### config.mk
export PLATFORM = sky130hd
export DESIGN_NAME = mem_bus_arbiter
export DESIGN_NICKNAME = d
export VERILOG_FILES = /design/src/rtl/mem_bus_arbiter_pkg.sv /design/src/rtl/mem_bus_arbiter_tag_table.sv /design/src/rtl/mem_bus_arbiter.sv
export SDC_FILE = /design/constraint.sdc
export NUM_CORES = 1
export LEC_CHECK = 0
export ABC_CLOCK_PERIOD_IN_PS = 5900
export CAP_MARGIN = 25
export CORE_AREA = 3 3 211 213
export DETAILED_ROUTE_END_ITERATION = 8
export DIE_AREA = 0 0 214 216
export GPL_TIMING_DRIVEN = 0
export PLACE_DENSITY_LB_ADDON = 0.1
export SYNTH_ARGS = -nofsm -noshare
export SYNTH_HDL_FRONTEND = slang
export SYNTH_SLANG_ARGS = --single-unit
### constraint.sdc
create_clock -name clock -period 5.9 [get_ports clock]
set_input_delay 1.18 -clock clock [delete_from_list [all_inputs] [get_ports clock]]
set_output_delay 1.18 -clock clock [all_outputs]
set_load 0.03 [all_outputs]
### src/rtl/mem_bus_arbiter_pkg.sv
// Shared types and constants for the memory bus arbiter slice.
// The bus command encoding is common to every memory-side client.
package mem_bus_arbiter_pkg;

  localparam int TAG_BITS    = 4;
  localparam int NUM_TAGS    = 2 ** TAG_BITS;
  localparam int STARVE_BITS = 3;
  localparam logic [STARVE_BITS-1:0] STARVE_LIMIT = 3'd4;
  localparam logic [STARVE_BITS-1:0] STARVE_MAX   = 3'd7;

  typedef enum logic [1:0] {
    BUS_NONE  = 2'h0,
    BUS_LOAD  = 2'h1,
    BUS_STORE = 2'h2
  } BUS_COMMAND;

  typedef enum logic {
    OWNER_DCACHE = 1'b0,
    OWNER_ICACHE = 1'b1
  } MEM_OWNER;

endpackage

### src/rtl/mem_bus_arbiter_tag_table.sv
// Per-tag ownership record for outstanding loads: one set port, one lookup/clear port.
// A set and a clear on the same tag in one cycle leave the entry set with the new owner.
module mem_tag_owner_table
  import mem_bus_arbiter_pkg::*;
(
  input  logic                clock,
  input  logic                reset,
  input  logic                set_en,
  input  logic [TAG_BITS-1:0] set_tag,
  input  MEM_OWNER            set_owner,
  input  logic                clear_en,
  input  logic [TAG_BITS-1:0] lookup_tag,
  output logic                lookup_valid,
  output MEM_OWNER            lookup_owner
);

  logic [NUM_TAGS-1:0] own_valid_r;
  logic [NUM_TAGS-1:0] own_icache_r;

  assign lookup_valid = own_valid_r[lookup_tag];
  assign lookup_owner = own_icache_r[lookup_tag] ? OWNER_ICACHE : OWNER_DCACHE;

  // Entry update: set has priority over clear on the same tag.
  always_ff @(posedge clock or negedge reset) begin
    if (!reset) begin
      own_valid_r  <= '0;
      own_icache_r <= '0;
    end else begin
      for (int i = 0; i < NUM_TAGS; i++) begin
        if (set_en && (set_tag == TAG_BITS'(i))) begin
          own_valid_r[i]  <= 1'b1;
          own_icache_r[i] <= (set_owner == OWNER_ICACHE);
        end else if (clear_en && (lookup_tag == TAG_BITS'(i))) begin
          own_valid_r[i]  <= 1'b0;
        end
      end
    end
  end

endmodule

### src/rtl/mem_bus_arbiter.sv
// Shares the memory bus between icache and dcache, with sticky grant on back-pressure,
// icache anti-starvation, and tag-based routing of returning load data.
module mem_bus_arbiter
  import mem_bus_arbiter_pkg::*;
(
  input  logic                clock,
  input  logic                reset,
  input  BUS_COMMAND          dcache_command,
  input  logic [63:0]         dcache_addr,
  input  logic [63:0]         dcache_data,
  input  BUS_COMMAND          icache_command,
  input  logic [63:0]         icache_addr,
  output BUS_COMMAND          proc2mem_command,
  output logic [63:0]         proc2mem_addr,
  output logic [63:0]         proc2mem_data,
  input  logic [TAG_BITS-1:0] mem2proc_response,
  input  logic [63:0]         mem2proc_data,
  input  logic [TAG_BITS-1:0] mem2proc_tag,
  output logic [TAG_BITS-1:0] dcache_response,
  output logic [TAG_BITS-1:0] icache_response,
  output logic [TAG_BITS-1:0] dcache_tag,
  output logic [TAG_BITS-1:0] icache_tag,
  output logic [63:0]         dcache_rdata,
  output logic [63:0]         icache_rdata,
  output logic                grant_icache,
  output logic                orphan_tag
);

  logic                   dcache_req_s;
  logic                   icache_req_s;
  logic                   held_req_s;
  logic                   grant_valid_s;
  MEM_OWNER               grant_owner_s;
  logic                   accept_s;
  logic                   ret_nz_s;
  logic                   lookup_valid_s;
  MEM_OWNER               lookup_owner_s;
  logic                   hold_valid_r;
  MEM_OWNER               hold_owner_r;
  logic [STARVE_BITS-1:0] starve_cnt_r;

  assign dcache_req_s = (dcache_command != BUS_NONE);
  assign icache_req_s = (icache_command != BUS_NONE);
  assign held_req_s   = (hold_owner_r == OWNER_ICACHE) ? icache_req_s : dcache_req_s;
  assign accept_s     = grant_valid_s && (mem2proc_response != {TAG_BITS{1'b0}});
  assign ret_nz_s     = (mem2proc_tag != {TAG_BITS{1'b0}});
  assign dcache_rdata = mem2proc_data;
  assign icache_rdata = mem2proc_data;

  // Grant selection: held owner first, then sole requester, then starvation-aware tie-break.
  always_comb begin
    grant_valid_s = 1'b0;
    grant_owner_s = OWNER_DCACHE;
    if (hold_valid_r && held_req_s) begin
      grant_valid_s = 1'b1;
      grant_owner_s = hold_owner_r;
    end else if (dcache_req_s && icache_req_s) begin
      grant_valid_s = 1'b1;
      grant_owner_s = (starve_cnt_r >= STARVE_LIMIT) ? OWNER_ICACHE : OWNER_DCACHE;
    end else if (icache_req_s) begin
      grant_valid_s = 1'b1;
      grant_owner_s = OWNER_ICACHE;
    end else if (dcache_req_s) begin
      grant_valid_s = 1'b1;
      grant_owner_s = OWNER_DCACHE;
    end else begin
      grant_valid_s = 1'b0;
      grant_owner_s = OWNER_DCACHE;
    end
  end

  // Bus mux and acceptance-tag steering toward the granted requester.
  always_comb begin
    proc2mem_command = BUS_NONE;
    proc2mem_addr    = 64'h0;
    proc2mem_data    = 64'h0;
    dcache_response  = {TAG_BITS{1'b0}};
    icache_response  = {TAG_BITS{1'b0}};
    grant_icache     = 1'b0;
    if (grant_valid_s && (grant_owner_s == OWNER_ICACHE)) begin
      proc2mem_command = icache_command;
      proc2mem_addr    = icache_addr;
      icache_response  = mem2proc_response;
      grant_icache     = 1'b1;
    end else if (grant_valid_s) begin
      proc2mem_command = dcache_command;
      proc2mem_addr    = dcache_addr;
      proc2mem_data    = dcache_data;
      dcache_response  = mem2proc_response;
    end else begin
      proc2mem_command = BUS_NONE;
    end
  end

  // Return routing: the owner recorded before this cycle's update decides the destination.
  always_comb begin
    dcache_tag = {TAG_BITS{1'b0}};
    icache_tag = {TAG_BITS{1'b0}};
    orphan_tag = 1'b0;
    if (ret_nz_s && lookup_valid_s) begin
      if (lookup_owner_s == OWNER_ICACHE) begin
        icache_tag = mem2proc_tag;
      end else begin
        dcache_tag = mem2proc_tag;
      end
    end else if (ret_nz_s) begin
      orphan_tag = 1'b1;
    end else begin
      orphan_tag = 1'b0;
    end
  end

  // Sticky grant on rejection and saturating icache starvation counter.
  always_ff @(posedge clock or negedge reset) begin
    if (!reset) begin
      hold_valid_r <= 1'b0;
      hold_owner_r <= OWNER_DCACHE;
      starve_cnt_r <= 3'd0;
    end else begin
      if (accept_s || !grant_valid_s) begin
        hold_valid_r <= 1'b0;
      end else begin
        hold_valid_r <= 1'b1;
        hold_owner_r <= grant_owner_s;
      end
      if (!icache_req_s || (accept_s && (grant_owner_s == OWNER_ICACHE))) begin
        starve_cnt_r <= 3'd0;
      end else if (starve_cnt_r != STARVE_MAX) begin
        starve_cnt_r <= starve_cnt_r + 3'd1;
      end else begin
        starve_cnt_r <= starve_cnt_r;
      end
    end
  end

  mem_tag_owner_table u_owner_table (
    .clock        (clock),
    .reset        (reset),
    .set_en       (accept_s && (proc2mem_command == BUS_LOAD)),
    .set_tag      (mem2proc_response),
    .set_owner    (grant_owner_s),
    .clear_en     (ret_nz_s && lookup_valid_s),
    .lookup_tag   (mem2proc_tag),
    .lookup_valid (lookup_valid_s),
    .lookup_owner (lookup_owner_s)
  );

endmodule

==> metrics.csv, run 1 <==
stage,metric,value,unit
sta,worst_clock_skew,0.003911,ns
clock_tree,numCtsBuffers,5,
placement,dpl.hpwl,30750,um
route,postRouteAntennaNets,0,
sta,fin_tns_setup,0,ns
sta,finalMaxSlewViolations,0,
critical_path,r2r-start,starve_cnt_r[2],
clock_tree,cts_buffer_depth,2,
clock_tree,cts_hold_buf,0,
placement,portBuffers,476,
critical_path,arrival,4.07,ns
critical_path,reg2reg_slack,3.73,ns
flow_run,cap_violations,0,
grt,grt_pass1_wl,47470,um
grt,antenna_found_initial,13,
clock_tree,htree_num_levels,2,
grt,grt_max_degree,33,
route,wl,34330,um
critical_path,path_depth,9,
clock_tree,cts_tree,built,
critical_path,critPathLaunchType,input port,
final_layout,final_layout_size_suffix_gt1_share,16.36,%
final_layout,fin_util,23.82,%
floorplan,die_area,0.04622,mm2
critical_path,crit_path_cell_trace,clkdlybuf4s50_1 > or2_4 > a21o_1 > inv_2 > buf_2 > buf_2 > nand2_1 > a21oi_1 > clkdlybuf4s50_1,
synth,synth_top_area_share,21.29,%
synth,synth_nets,912,
route,post_drt_via_cell_ratio,3.457,
critical_path,cpPeakStageDelay,0.81,ns
critical_path,cp.required,4.72,ns
sta,setup_viol,0,
min_path,hp-class,reg2reg,
sta,slew_headroom,46.49,%
synth,syn_area_per_cell,7.054,um2
grt,overflow,0,
placement,gp_congestion,0.7736,
critical_path,critPathCaptureType,output port,
min_path,min_from,u_owner_table.own_valid_r[0],
route,drc_errors,0,
sta,worstMarginPinSlew,0.7953,ns
synth,yosysSeqAreaShare,20.51,%
pwr,p_per_area,240.4,mW/mm2
synth,synth_edf_count,0,
min_path,hold_depth,1,
synth,yosysWarnings,0,
critical_path,r2r_end,u_owner_table.own_icache_r[1],
sta,whs,0.4549,ns
critical_path,rr_worst_depth,4,
sta,post-route-period-util,89.04,%
floorplan,start_util,10.53,%
synth,synth-async-reset-ratio,100.0,%
grt,grt_usage,14.00,%
route,drtIter0Drc,227,
pwr,p_leak,4.168,nW
critical_path,cp_top_family,buffers and inverters,
sta,fmax,0.1904,GHz
route,drt_first_pass_iters,4,
grt,grt_pass1_vias,6274,
pwr,ir_worst_vdd,107.9,uV
critical_path,crit_fanout,10,
sta,period_needed,5.253,ns
floorplan,rows,76,
sta,rsz0062_at_grt,no,
run_status,outcome,"finished, final reports clean",
synth,syn-instance-count,640,
clock_tree,postCtsSetupRepairBufs,0,
synth,ys_types,46,
synth,synth_ff_type,dfrtp_1,
synth,syn_area,0.004514,mm2
critical_path,cp_slowest_cell,clkdlybuf4s50_1,
route,wl_per_cell,20.02,um
clock_tree,clock-root-buffer,clkbuf_16,
clock_tree,path_clk_slew,0.06,ns
floorplan,die_h,216,um
final_layout,finalNetCount,1396,
route,vias,5929,
critical_path,timing.critical_path.buf_inv,5,
synth,synthTopCellsByArea,"buf_4 (21%), dfrtp_1 (21%), nand2_1 (13%)",
synth,synth_top_area_cell,buf_4,
synth,ys_ff_latch,37,
min_path,min_to,u_owner_table.own_valid_r[0],
floorplan,ios,546,
final_layout,synthToLayoutAreaGrowth,126.3,%
sta,finalHoldViolCount,0,
clock_tree,clkLatencyLatePin,0.29,ns
clock_tree,cts.sinks,37,
floorplan,fp.dieW,214,um
critical_path,worstSetupPathType,in2out,
floorplan,core-area,0.04289,mm2
clock_tree,cts.repair.resized,0,
-- placed cells by master, fill, tap and decap left out, types with 7 or more instances in the layout --
cell             netlist  routed
clkdlybuf4s50_1        0     475
nand2_1              153     153
buf_4                128     128
and2_1                75      75
a21oi_1               64      64
dfrtp_1               37      37
buf_2                 19      20
clkbuf_1              18      18
nor2_1                14      14
mux2_2                13      13
o21ai_0               13      13
o31ai_1               12      12
a21o_1                 9       9
nor2b_1                8       8
nand3_1                8       8
o41ai_1                8       8
mux2i_1                7       7
buf_1                  7       7
-- kinds of logic (layout without fill, tap and decap cells) --
logic type	Yosys count	after routing	share of synthesized area, %
AOI/OAI and AO/OA	117	117	15.69
DFF	37	37	20.51
other	0	5	0
buffers and inverters	179	664	26.27
adders and majority gates	2	2	0.5542
and+or+nand+nor	280	280	29.99
xor gates and xnor gates	1	1	0.1940
muxes	24	24	6.791
-- worst max-delay path by stage --
stage	endpoint	slack [ns]	start
floorplan	dcache_tag[0]	1.79	mem2proc_tag[0]
global placement	proc2mem_addr[62]	0.36	dcache_command[1]
detailed placement	proc2mem_addr[62]	0.38	dcache_command[0]
CTS	proc2mem_addr[62]	0.37	dcache_command[0]
global route	proc2mem_addr[62]	0.30	dcache_command[0]
finish	proc2mem_addr[62]	0.65	dcache_command[0]
-- registers in the layout, indices dropped and copies added, names as in the netlist --
register                    count
u_owner_table.own_icache_r     16
starve_cnt_r                    3
u_owner_table.own_valid_r      16
hold_owner_r                    1
hold_valid_r                    1
-- cell usage after synthesis, types with 3 or more instances --
library cell / number
mux2_2: 13
nand2_1: 153
and2_1: 75
a21o_1: 9
o41ai_1: 8
nor2_1: 14
nand3_1: 8
mux4_2: 4
dfrtp_1: 37
nor4_1: 5
buf_4: 128
o31ai_1: 12
o21ai_0: 13
a21oi_1: 64
buf_2: 19
clkbuf_1: 18
nor2b_1: 8
buf_1: 7
inv_1: 3
mux2i_1: 7
-- layout make-up --
class	instances	area, um2
antenna	5	12.51
buffer	175	1171
fill	4817	32670
inverter	4	15.01
multi-input combinational	424	2402
sequential	37	925.9
tap	585	732.0
clock buffer	6	138.9
clock inverter	2	37.54
timing repair buffer	477	4780
-- routing by layer --
metal  wire length, um  GRT usage (%)
met1             12780          15.08
met5               126              0
met4               591          3.483
met3              2811          5.801
met2             18020          25.40
-- worst register-to-register path: stages (launching register included) --
cell      delay (ns)
dfrtp_1         0.39
mux2i_1         0.31
a21boi_2        0.20
nor4_1          0.74
mux2_2          0.41
-- per-stage QoR --
stage                     cells  instance area (um2)  setup WS [ns]  power [mW]
after floorplan             640                 4514          1.786       1.323
after global placement     1701                10010         0.3553       2.182
after detailed placement   1702                10030         0.3831       2.178
after CTS                  1710                10200         0.3688       2.515
after global routing       1713                10210         0.3042       2.602
final                      1715                10210         0.6465       2.455
-- power breakdown --
| part | internal, mW | switching (mW) | leakage, nW |
|---|---|---|---|
| combinational | 0.761 | 1.01 | 3.60 |
| sequential | 0.321 | 0.0384 | 0.489 |
| clock | 0.211 | 0.115 | 0.0831 |
(Power assumes the default switching activity.)
==> inputs of run 2 (changes only) <==
CAP_MARGIN = 5   (was 25)
SETUP_SLACK_MARGIN = 0.4   (was not set)
==> metrics.csv, run 2 (synthesized netlist as in run 1, its figures left out) <==
stage,metric,value,unit,change
critical_path,cpPeakStageDelay,0.71,ns,was 0.81 ns
grt,antenna_found_initial,13,,unchanged
floorplan,die_area,0.04622,mm2,unchanged
critical_path,cp_top_family,buffers and inverters,,unchanged
grt,use_met2,25.40,%,unchanged
route,wl,34330,um,about the same
route,postRouteAntennaNets,0,,unchanged
placement,dpl.hpwl,30750,um,unchanged
route,wl_per_cell,20.02,um,about the same
route,vias,5929,,unchanged
sta,worst_clock_skew,0.003911,ns,unchanged
placement,place_area,0.01003,mm2,unchanged
pwr,p_per_area,240.3,mW/mm2,was 240.4 mW/mm2
critical_path,timing.critical_path.buf_inv,3,,was 5
sta,post-route-period-util,87.46,%,was 89.04%
critical_path,crit_fanout,10,,unchanged
grt,grt_pass1_vias,6274,,unchanged
clock_tree,cts_buffer_depth,2,,unchanged
grt,use_met1,15.08,%,unchanged
pwr,ir_worst_vdd,107.9,uV,unchanged
clock_tree,numCtsBuffers,5,,unchanged
floorplan,ios,546,,unchanged
clock_tree,path_clk_slew,0.06,ns,about the same
sta,period_needed,5.160,ns,was 5.253 ns
placement,dpl_worst_slack,0.3831,ns,unchanged
final_layout,final_common_cell,clkdlybuf4s50_1,,unchanged
min_path,hp-class,reg2reg,,unchanged
critical_path,critPathCaptureType,output port,,unchanged
clock_tree,postCtsSetupRepairBufs,0,,unchanged
final_layout,final_cell_area,0.01021,mm2,about the same
critical_path,crit_path_cell_trace,clkdlybuf4s50_1 > buf_2 > nor2_1 > a221oi_1 > a32oi_1 > nor3b_1 > clkdlybuf4s50_1,,was clkdlybuf4s50_1 > or2_4 > a21o_1 > inv_2 > buf_2 > buf_2 > nand2_1 > a21oi_1 > clkdlybuf4s50_1
critical_path,arrival,3.98,ns,was 4.07 ns
clock_tree,clock-root-buffer,clkbuf_16,,unchanged
flow_run,cap_violations,0,,unchanged
clock_tree,cts_tree,built,,unchanged
sta,finalHoldViolCount,0,,unchanged
critical_path,worstSetupPathType,in2out,,unchanged
final_layout,final_layout_size_suffix_gt1_share,16.36,%,unchanged
sta,slew_headroom,46.49,%,unchanged
floorplan,rows,76,,unchanged
clock_tree,htree_num_levels,2,,unchanged
grt,grt-busiest-layer,met2,,unchanged
grt,grt_usage,14.00,%,unchanged
placement,placed_cells,1702,,unchanged
final_layout,fin_util,23.82,%,about the same
grt,met3_usage,5.801,%,unchanged
final_layout,finalNetCount,1396,,unchanged
final_layout,final_cell_mix,"clkdlybuf4s50_1 (474), nand2_1 (153), buf_4 (128)",,"was clkdlybuf4s50_1 (475), nand2_1 (153), buf_4 (128)"
sta,fin_tns_setup,0,ns,unchanged
route,drtIter0Drc,229,,was 227
critical_path,cp_common_cell,clkdlybuf4s50_1,,
sta,timing.final.ws_setup,0.7401,ns,was 0.6465 ns
sta,setup_viol,0,,unchanged
placement,gp_congestion,0.7736,,unchanged
grt,overflow,0,,unchanged
floorplan,fp.dieW,214,um,unchanged
sta,whs,0.4549,ns,unchanged
final_layout,final_cells,1715,,unchanged
placement,portBuffers,476,,unchanged
grt,grt_pass1_wl,47470,um,unchanged
run_status,outcome,"finished, final reports clean",,unchanged
pwr,p_leak,4.169,nW,was 4.168 nW
sta,fmax,0.1938,GHz,was 0.1904 GHz
final_layout,synthToLayoutAreaGrowth,126.2,%,was 126.3%
route,drc_errors,0,,unchanged
final_layout,reg.largest.list,"u_owner_table.own_icache_r (16), u_owner_table.own_valid_r (16), starve_cnt_r (3)",,unchanged
sta,finalMaxSlewViolations,0,,unchanged
grt,grt_max_degree,33,,unchanged
clock_tree,cts.sinks,37,,unchanged
pwr,power,2.455,mW,about the same
floorplan,die_h,216,um,unchanged
floorplan,start_util,10.53,%,unchanged
critical_path,critPathLaunchType,input port,,unchanged
clock_tree,clkLatencyLatePin,0.29,ns,about the same
critical_path,cp_slowest_cell,clkdlybuf4s50_1,,unchanged
sta,rsz0062_at_grt,no,,unchanged
route,drt_first_pass_iters,4,,unchanged
route,post_drt_via_cell_ratio,3.457,,unchanged
critical_path,cp.required,4.72,ns,about the same
sta,worstMarginPinSlew,0.7953,ns,unchanged
floorplan,core-area,0.04289,mm2,unchanged
## run 2: report_power, final
group	switching, mW	internal (mW)
logic	1.01	0.760
clock network	0.115	0.211
registers	0.0384	0.321
total	1.16	1.29
## run 2: what timing repair did
item                       4_1_cts  5_1_grt
gates resized for setup          1        0
setup endpoints to repair        1        0
hold buffers                     0        0
## run 2: routing by layer
metal	vias up	share of wire, %
met4	16	1.7
met5	-	0.37
met2	220	52
met3	40	8.2
met1	2699	37
li1	2954	-
## run 2: path summary, 6_finish.rpt
path / slack [ns] / to / from / cells past startpoint
worst max-delay path: 0.74 / icache_tag[0] / mem2proc_tag[1] / 7
worst min-delay path: 0.45 / u_owner_table.own_valid_r[0] / u_owner_table.own_valid_r[0] / 1
worst max register to register: 3.73 / u_owner_table.own_icache_r[1] / starve_cnt_r[2] / 4
worst min register to register: 0.45 / u_owner_table.own_valid_r[0] / u_owner_table.own_valid_r[0] / 1
max in group asynchronous: 4.75 / u_owner_table.own_icache_r[11] / reset / 2
min in group asynchronous: 0.72 / u_owner_table.own_valid_r[10] / reset / 1
## run 2: worst reg2reg max path: cells and delay by family (launching register included)
family / cells / cell delay [ns]
AO/OA/AOI/OAI: 1 / 0.20
flip-flops: 1 / 0.39
multiplexers: 2 / 0.72
AND/OR/NAND/NOR: 1 / 0.74
## run 2: final cells by class
type                            instances  area, um2
Antenna cell                            5      12.51
Buffer                                175       1171
Clock buffer                            6      138.9
Clock inverter                          2      37.54
Fill cell                            4818      32670
Inverter                                4      15.01
Multi-Input combinational cell        424       2402
Sequential cell                        37      925.9
Tap cell                              585      732.0
Timing Repair Buffer                  477       4778
==> inputs of run 3 (changes only) <==
ABC_CLOCK_PERIOD_IN_PS = not set   (was 5900)
CTS_CLUSTER_DIAMETER = 80   (was not set)
SKIP_CTS_REPAIR_TIMING = 1   (was not set)
==> metrics.csv, run 3 (synthesized netlist as in run 1, its figures left out) <==
stage,metric,value,unit,change
final_layout,fillers,4816,,was 4818
sta,worst_clock_skew,0.003911,ns,unchanged
grt,grt_max_degree,33,,unchanged
min_path,hold_depth,1,,unchanged
pwr,p_per_area,240.3,mW/mm2,about the same
placement,dpl.hpwl,30750,um,unchanged
sta,finalHoldViolCount,0,,unchanged
final_layout,final_cell_area,0.01022,mm2,was 0.01021 mm2
floorplan,fp.dieW,214,um,unchanged
sta,fmax,0.1938,GHz,about the same
final_layout,fin_util,23.82,%,about the same
grt,overflow,0,,unchanged
pwr,p_leak,4.178,nW,was 4.169 nW
clock_tree,clkLatencyLatePin,0.29,ns,about the same
route,drc_errors,0,,unchanged
clock_tree,cts_tree,built,,unchanged
clock_tree,path_clk_slew,0.06,ns,about the same
critical_path,r2r-start,starve_cnt_r[2],,unchanged
route,post_drt_via_cell_ratio,3.459,,was 3.457
pwr,ir_worst_vdd,107.9,uV,about the same
route,met2_length,18020,um,about the same
grt,grt_pass1_wl,47470,um,unchanged
route,vias,5933,,was 5929
critical_path,rr_worst_depth,4,,unchanged
grt,grt_usage,14.00,%,unchanged
critical_path,arrival,3.98,ns,about the same
route,drtIter0Drc,227,,was 229
sta,fin_tns_setup,0,ns,unchanged
route,drt_first_pass_iters,4,,unchanged
flow_run,cap_violations,0,,unchanged
sta,slew_headroom,46.49,%,unchanged
placement,portBuffers,476,,unchanged
clock_tree,clock-root-buffer,clkbuf_16,,unchanged
critical_path,critPathCaptureType,output port,,unchanged
clock_tree,htree_num_levels,2,,unchanged
final_layout,final_layout_size_suffix_gt1_share,16.36,%,unchanged
final_layout,finalNetCount,1396,,unchanged
critical_path,crit_fanout,10,,unchanged
sta,setup_viol,0,,unchanged
route,wl_met1,12780,um,about the same
critical_path,critPathLaunchType,input port,,unchanged
placement,gp_congestion,0.7736,,unchanged
clock_tree,numCtsBuffers,5,,unchanged
final_layout,reg.largest.list,"u_owner_table.own_icache_r (16), u_owner_table.own_valid_r (16), starve_cnt_r (3)",,unchanged
final_layout,synthToLayoutAreaGrowth,126.3,%,was 126.2%
min_path,hp-class,reg2reg,,unchanged
min_path,min_from,u_owner_table.own_valid_r[0],,unchanged
sta,finalMaxSlewViolations,0,,unchanged
floorplan,ios,546,,unchanged
floorplan,rows,76,,unchanged
route,wl,34330,um,about the same
final_layout,final_common_cell,clkdlybuf4s50_1,,unchanged
route,postRouteAntennaNets,0,,unchanged
final_layout,final_cells,1715,,unchanged
critical_path,startpoint,mem2proc_tag[1],,unchanged
floorplan,die_h,216,um,unchanged
placement,place_area,0.01003,mm2,unchanged
grt,grt_pass1_vias,6274,,unchanged
floorplan,core-area,0.04289,mm2,unchanged
final_layout,final_cell_mix,"clkdlybuf4s50_1 (474), nand2_1 (153), buf_4 (128)",,unchanged
route,wl_per_cell,20.02,um,about the same
grt,antenna_found_initial,13,,unchanged
critical_path,worstSetupPathType,in2out,,unchanged
route,wl_met3,2809,um,was 2811 um
sta,period_needed,5.161,ns,was 5.160 ns
sta,worstMarginPinSlew,0.7953,ns,unchanged
floorplan,start_util,10.53,%,unchanged
clock_tree,cts_buffer_depth,2,,unchanged
sta,rsz0062_at_grt,no,,unchanged
run_status,outcome,"finished, final reports clean",,unchanged
floorplan,die_area,0.04622,mm2,unchanged
sta,post-route-period-util,87.47,%,was 87.46%
critical_path,cp.required,4.72,ns,about the same
route,routed.top_layer,met5,,unchanged
clock_tree,cts.sinks,37,,unchanged
placement,placed_cells,1702,,unchanged
==> run 3: cell types whose count changed in the layout (fill, tap and decap cells not counted) <==
cell | before | now
dlygate4sd2_1 | 1 | 0
dlymetal6s2s_1 | 0 | 1
==> run 3: stage by stage <==
step / hold slack (ns) / power, mW / setup slack, ns
after global placement: 0.4451 / 2.182 / 0.3553
final: 0.4549 / 2.455 / 0.7391
after CTS: 0.4608 / 2.515 / 0.3688
after floorplan: 0.4246 / 1.323 / 1.786
after detailed placement: 0.4473 / 2.178 / 0.3831
after global routing: 0.4937 / 2.602 / 0.4504
==> run 3: routing by layer <==
| layer | track usage, % | up-vias |
|---|---|---|
| li1 | - | 2954 |
| met1 | 15.08 | 2705 |
| met2 | 25.40 | 218 |
| met3 | 5.801 | 40 |
| met4 | 3.483 | 16 |
| met5 | 0 | - |
==> run 3: worst paths after layout <==
kind / to / slack, ns
setup reg to reg: u_owner_table.own_icache_r[1] / 3.73
min in group asynchronous: u_owner_table.own_valid_r[10] / 0.72
max in group asynchronous: u_owner_table.own_icache_r[11] / 4.75
hold reg to reg: u_owner_table.own_valid_r[0] / 0.45
hold / removal: u_owner_table.own_valid_r[0] / 0.45
setup / recovery: icache_tag[0] / 0.74
==> run 3: power breakdown <==
part / total, mW / switching (mW) / internal, mW
Clock: 0.326 / 0.115 / 0.211
Combinational: 1.77 / 1.01 / 0.761
Sequential: 0.359 / 0.0384 / 0.321
==> run 3: final cells by class <==
class,count,area [um2],area share (%)
timing repair buffer,477,4782,46.80
antenna,5,12.51,0.1225
tap,585,732.0,7.164
inverter,4,15.01,0.1470
clock inverter,2,37.54,0.3674
buffer,175,1171,11.46
clock buffer,6,138.9,1.359
multi-input combinational,424,2402,23.51
sequential,37,925.9,9.062
==> run 3: critical path: stages <==
cell and delay (ns):
clkdlybuf4s50_1 0.69, buf_2 0.32, nor2_1 0.12, a221oi_1 0.53, a32oi_1 0.16, nor3b_1 0.27
clkdlybuf4s50_1 0.71
